## src/rtl/operand_fetch.sv

```systemverilog
// Operand fetch stage: drives the regfile read ports, resolves sources with writeback
// bypass, tracks in-flight destinations in a busy scoreboard and stalls on RAW/WAW.
module operand_fetch #(
    parameter int DATA_WIDTH = 32,
    parameter int ADDR_WIDTH = 5
) (
    input  logic                  clk,
    input  logic                  rst,
    input  logic                  in_valid,
    output logic                  in_ready,
    input  logic [ADDR_WIDTH-1:0] in_rs1,
    input  logic [ADDR_WIDTH-1:0] in_rs2,
    input  logic                  in_use1,
    input  logic                  in_use2,
    input  logic [ADDR_WIDTH-1:0] in_rd,
    input  logic                  in_wb,
    output logic                  rf_rd_en1,
    output logic                  rf_rd_en2,
    output logic [ADDR_WIDTH-1:0] rf_rd_addr1,
    output logic [ADDR_WIDTH-1:0] rf_rd_addr2,
    input  logic [DATA_WIDTH-1:0] rf_rd_data1,
    input  logic [DATA_WIDTH-1:0] rf_rd_data2,
    input  logic                  wb_en,
    input  logic [ADDR_WIDTH-1:0] wb_addr,
    input  logic [DATA_WIDTH-1:0] wb_data,
    output logic                  out_valid,
    input  logic                  out_ready,
    output logic [DATA_WIDTH-1:0] out_op1,
    output logic [DATA_WIDTH-1:0] out_op2,
    output logic [ADDR_WIDTH-1:0] out_rd,
    output logic                  out_wb,
    output logic                  idle
);

    localparam int NUM_REGS = 2 ** ADDR_WIDTH;

    logic [NUM_REGS-1:0]   busy;
    logic [NUM_REGS-1:0]   busy_next;
    logic [DATA_WIDTH-1:0] op1;
    logic [DATA_WIDTH-1:0] op2;
    logic                  wb_hit1;
    logic                  wb_hit2;
    logic                  wb_hit_rd;
    logic                  raw1;
    logic                  raw2;
    logic                  waw;
    logic                  hazard;
    logic                  accept;

    assign rf_rd_addr1 = in_rs1;
    assign rf_rd_addr2 = in_rs2;
    assign rf_rd_en1   = in_valid && in_use1;
    assign rf_rd_en2   = in_valid && in_use2;

    assign wb_hit1   = wb_en && (wb_addr == in_rs1);
    assign wb_hit2   = wb_en && (wb_addr == in_rs2);
    assign wb_hit_rd = wb_en && (wb_addr == in_rd);

    // A writeback landing this cycle both supplies the data and retires the hazard.
    assign raw1   = in_use1 && (in_rs1 != '0) && busy[in_rs1] && !wb_hit1;
    assign raw2   = in_use2 && (in_rs2 != '0) && busy[in_rs2] && !wb_hit2;
    assign waw    = in_wb && (in_rd != '0) && busy[in_rd] && !wb_hit_rd;
    assign hazard = raw1 || raw2 || waw;

    assign in_ready = (!out_valid || out_ready) && !hazard;
    assign accept   = in_valid && in_ready;

    always_comb begin
        op1 = rf_rd_data1;
        if (!in_use1 || (in_rs1 == '0)) begin
            op1 = '0;
        end else if (wb_hit1) begin
            op1 = wb_data;
        end
    end

    always_comb begin
        op2 = rf_rd_data2;
        if (!in_use2 || (in_rs2 == '0)) begin
            op2 = '0;
        end else if (wb_hit2) begin
            op2 = wb_data;
        end
    end

    // Clear before set so a same-cycle set of the same register wins.
    always_comb begin
        busy_next = busy;
        if (wb_en && (wb_addr != '0)) begin
            busy_next[wb_addr] = 1'b0;
        end
        if (accept && in_wb && (in_rd != '0)) begin
            busy_next[in_rd] = 1'b1;
        end
    end

    always_ff @(posedge clk) begin
        if (rst) begin
            busy      <= '0;
            out_valid <= 1'b0;
            out_op1   <= '0;
            out_op2   <= '0;
            out_rd    <= '0;
            out_wb    <= 1'b0;
        end else begin
            busy <= busy_next;
            if (accept) begin
                out_valid <= 1'b1;
                out_op1   <= op1;
                out_op2   <= op2;
                out_rd    <= in_rd;
                out_wb    <= in_wb;
            end else if (out_ready) begin
                out_valid <= 1'b0;
            end
        end
    end

    assign idle = (busy == '0) && !out_valid;

endmodule

```

## config.mk

```make
export PLATFORM = sky130hd
export DESIGN_NAME = operand_fetch
export DESIGN_NICKNAME = d
export VERILOG_FILES = /design/src/rtl/operand_fetch.sv
export SDC_FILE = /design/constraint.sdc
export NUM_CORES = 1
export LEC_CHECK = 0
export ABC_CLOCK_PERIOD_IN_PS = 4200
export BUFFER_PORTS_ARGS = -buffer_cell sky130_fd_sc_hd__buf_2
export CORE_MARGIN = 1
export CORE_UTILIZATION = 40
export CTS_CLUSTER_SIZE = 25
export DETAILED_ROUTE_END_ITERATION = 16
export GPL_TIMING_DRIVEN = 0
export PLACE_DENSITY_LB_ADDON = 0.05
export SLEW_MARGIN = 20
export SYNTH_ARGS = -nofsm -noshare
export SYNTH_HDL_FRONTEND = slang
export SYNTH_SLANG_ARGS = --single-unit
export TNS_END_PERCENT = 10
```

## constraint.sdc

```tcl
create_clock -name clk -period 4.2 [get_ports clk]
set_input_delay 0.84 -clock clk [delete_from_list [all_inputs] [get_ports clk]]
set_output_delay 0.84 -clock clk [all_outputs]
set_load 0.01 [all_outputs]
```

== Word-level counts from Yosys, hierarchy flattened ==
Index checks and enable logic that the tools add are counted.

* Output and inout bits: 85
* Word-level logic and storage cells: 78
* Flip-flop bits (word level): 103

* Equality and inequality tests: 3
* Magnitude comparators: 6
* Bitwise operators: 3
* Multiplexer cells: 18
* Reductions and logical operators: 42

{| class="wikitable"
|+ Operators with widths
! kind !! number
|-
| $mux 32 || 6
|-
| $and 32x32->32 || 1
|-
| $logic_not 32->1 || 1
|-
| $not 32->32 || 1
|-
| $or 32x32->32 || 1
|-
| $lt 5x6->1 const B || 4
|-
| $logic_and 1x1->1 || 22
|-
| $reduce_bool 5->1 || 4
|-
| $bmux 1 s5 || 3
|-
| $eq 5x5->1 || 3
|-
| $demux 1 s5 || 2
|-
| $ge 5x1->1 const B || 2
|-
| $logic_not 5->1 || 2
|-
| $logic_not 1->1 || 7
|-
| $mux 1 || 7
|-
| $logic_or 1x1->1 || 5
|-
| $reduce_bool 2->1 || 1
|}

== Depth between registers and ports, before layout ==
* Depth in word-level cells: 12
* Mapped depth: 12
* Gate-level depth less buffers: 7

== Least setup slack after synthesis ==
No wires, ideal clock.

* Kind: input-to-output
* From: in in_rd[0]
* To: out in_ready
* Path slack: 721 ps
* Arrival: 2639 ps
* Path buffers: 3
* Stages on the path: 8
* Cells stage by stage: buf_4 mux4_2 a222oi_1 a21o_1 o311a_1 buf_4 buf_2 o21a_1

* Cells in the longest elaborated chain, start to end: 7
* Elaborated cells between the ends (all ways): 12
* Those cells by class: eq/ne: 1; mux: 2; reduce/logical: 9

{| class="wikitable"
|+ RTL lines
! element !! RTL line !! text
|-
| start: declaration || 15 || <nowiki>input logic [ADDR_WIDTH-1:0] in_rd,</nowiki>
|-
| $bmux 1 s5, or another cell as far along || 62 || <nowiki>assign waw = in_wb && (in_rd != '0) && busy[in_rd] && !wb_hit_rd;</nowiki>
|-
| $mux 1 (not written as such), or another cell as far along || 62 ||
|-
| $logic_and 1x1->1 / $logic_not 1->1 (equally long branches) || 62 ||
|-
| $logic_and 1x1->1 * || 62 ||
|-
| $logic_or 1x1->1 * || 63 || <nowiki>assign hazard = raw1 || raw2 || waw;</nowiki>
|-
| $logic_not 1->1 * || 65 || <nowiki>assign in_ready = (!out_valid || out_ready) && !hazard;</nowiki>
|-
| $logic_and 1x1->1 * || 65 ||
|-
| end: declaration || 10 || <nowiki>output logic in_ready,</nowiki>
|}

Mark *: on every way between the ends. The rest lies on a longest branch, timed or not. The select of a mux whose other input is x is not followed.

== Worst setup path after layout ==
* From: in in_rd[2]
* To: out in_ready

Same word-level chain as after synthesis.

==> summary.txt <==
Status: completed
Yosys reg bits: 103
Worst hold stages: 2
CP top delay family: compound AO/OA/AOI/OAI gates
Most frequent cell after synthesis: dfxtp_1
H-tree levels: 3
Router iterations before antenna repair: 5
Leakage: 3.30 nW
Post-Synthesis Cells: 765
Worst hold path type: reg -> reg
Clock sink total: 103
CP Buf/Inv Count: 5
I/O pin count: 209
Setup slack, reg-to-reg: 1.45 ns
Tot Pwr: 2.38 mW
Most common cell on crit path: buf_2
Filler Cell Count: 1603
Antenna cells: 0
Wire length on met3: 1.68 mm
Worst Hold Path EP: out_op1[11]
Via density: 5.52
Syn_nets: 889
# hold bufs at CTS: 0
Gpl congestion: 0.887
Clock tree buffer depth: 2
Syn_area_per_cell: 8.23 sq um
GRT Util Overall: 0.262
Final TNS setup: 0 ns
Met2 Wirelength: 9.88 mm
Worst Skew: 0.0118 ns
Worst slew pin tran: 0.746 ns
Critical path, cell by cell: buf_2 -> clkbuf_1 -> nand3b_1 -> o221ai_1 -> a222oi_1 -> a21o_1 -> o311a_1 -> buf_4 -> buf_2 -> o21a_1 -> buf_2
Util after Layout: 0.518
Final ANT Viol Nets: 0
Total Wirelength: 21.6 mm
Vias in the first global route: 6056
Req. time, crit path: 3.36 ns
CTS root buf: clkbuf_16
Top area cells in the synthesized netlist: dfxtp_1 (33%), mux2i_1 (13%), nand3_1 (6.2%)
GRT overflow: 0
RSZ-0062 raised after global routing: false
Largest net degree at the start of global routing: 19
Num CTS Buffers: 9
Area share of the largest cell type after synthesis: 0.327
Async SR Flop Fraction: 0
# rows: 45
Crit path DAT: 3.22 ns
Fmax: 0.246 GHz
Post-route setup slack: 0.136 ns
Drc violations: 0
Synth area leader: dfxtp_1
Post-synth top cells: dfxtp_1 (103), nand2_1 (101), mux2i_1 (82), nand3_1 (78), nor2_1 (73)
Worst IR Drop VDD: 0.211 mV
Worst-Skew Late Latency: 0.36 ns
Clk pin slew, worst setup/hold paths: 0.08 ns
Slowest stage delay, CP: 0.37 ns
DIE AREA: 16200 sq um
Part of the Yosys area used for sequential elements: 0.327
Critical path capture point type: output port
Final Cycle Share: 0.968
Post-layout min period: 4.06 ns
Final Net Count: 1106
# setup viols final: 0
CTS tree: built
Crit path launch type: input port
Cells on worst reg2reg path: 9
Relative slew slack: 0.503
Global-route wire length before repair: 33.0 mm
WS Path Type: in -> out
WL/cell: 18.1 um
Total of max-cap violations: 0
Die width: 127 um
Crit path max-delay cell type: nand3b_1
Crit path max fanout: 10
Post-DP HPWL: 16.6 mm
Ys flop type: dfxtp_1
Layout cell share with drive strength beyond 1: 0.300
Area grow syn2layout: 25.5%
Number of unique standard cell types used by synthesis: 47
Final hold violations: 0
P per Cell Area: 301 nW/um^2
Fin Hold WS: 0.455 ns
Chip height: 127 um
Vias: 6615
Final Slew Violations: 0
Worst r2r dst: out_rd[1]
Met1 wire length: 9.77 mm
Core Box Area: 15300 sq um
Initial drt markers: 420
Starting Density: 0.413
Post-place setup slack: 0.0286 ns
Worst R2R Start: busy[31]
Hold Path Origin: out_op1[11]
Post-Syn Area: 6300 sq um
Synth warn: 0
Post-synth EDFFs: 0
DR top layer: met4
Initial antenna violation count: 0
# port buffers: 205
==> power breakdown <==
group / total [mW] / internal, mW / switching, mW
Combinational: 0.470 / 0.180 / 0.290
Clock: 0.884 / 0.474 / 0.410
Sequential: 1.03 / 1.01 / 0.0188
Total: 2.38 / 1.66 / 0.719
==> layout by cell type, fill, tap and decap left out, types with 16 or more instances in the layout <==
cell type and instances:
nand2_1 101, dfxtp_1 103, nand3_1 78, clkbuf_1 41
mux2i_1 82, o21ai_0 71, buf_2 228, nor2_1 73
mux4_2 16, buf_4 18
==> worst max path at each step <==
stage / startpoint / endpoint / slack, ns / cells past startpoint
2_1_floorplan: in_rd[0] / in_ready / 0.72 / 8
3_3_place_gp: wb_addr[2] / in_ready / 0.07 / 11
3_5_place_dp: wb_addr[4] / in_ready / 0.03 / 10
4_1_cts: wb_addr[4] / in_ready / 0.01 / 10
5_1_grt: in_rd[2] / in_ready / 0.004 / 11
6_report: in_rd[2] / in_ready / 0.14 / 11
==> sequential cells by signal, summed over array words and instances, names as in the netlist <==
| signal | cells |
|---|---|
| out_op1 | 32 |
| busy | 32 |
| out_wb | 1 |
| out_rd | 5 |
| out_valid | 1 |
| out_op2 | 32 |
==> routing by layer <==
metal	track usage	vias to the layer above
met5	0	-
met4	0.0812	0
met3	0.0523	23
met2	0.417	257
met1	0.357	3141
li1	-	3194
==> final cells by class <==
class,instances,area (sq um),share of cell area
tap,211,264,0.0334
clock inverter,6,77.6,0.00981
multi-input combinational,575,3810,0.482
timing repair buffer,207,1040,0.132
buffer,82,404,0.0511
sequential,103,2060,0.261
clock buffer,10,229,0.0290
inverter,4,15.0,0.00190
==> stage by stage <==
step                area [sq um]  std cells
global placement            7590       1181
global route                7910       1198
floorplan                   6300        765
detailed placement          7590       1181
finish                      7910       1198
CTS                         7890       1197
==> kinds of logic (layout without fill, tap and decap cells) <==
family / Yosys count / count (layout) / share of synthesized area
AOI/OAI and AO/OA: 146 / 146 / 0.164
DFF: 103 / 103 / 0.327
xor gates and xnor gates: 15 / 15 / 0.0209
and+or+nand+nor: 316 / 316 / 0.233
buffers and inverters: 87 / 309 / 0.0672
muxes: 98 / 98 / 0.188
==> worst register-to-register path, delay by kind of cell (launching register included) <==
family,cells,cell delay [ns]
AOI/OAI and AO/OA,4,0.84
and+or+nand+nor,1,0.08
muxes,2,0.63
buffers and inverters,2,0.72
DFF,1,0.36
==> what timing repair did <==
item	4_1_cts	5_1_grt
setup buffers	0	2
gates resized for setup	0	0
setup endpoints to repair	0	1
Power figures use the tool's default switching activity.
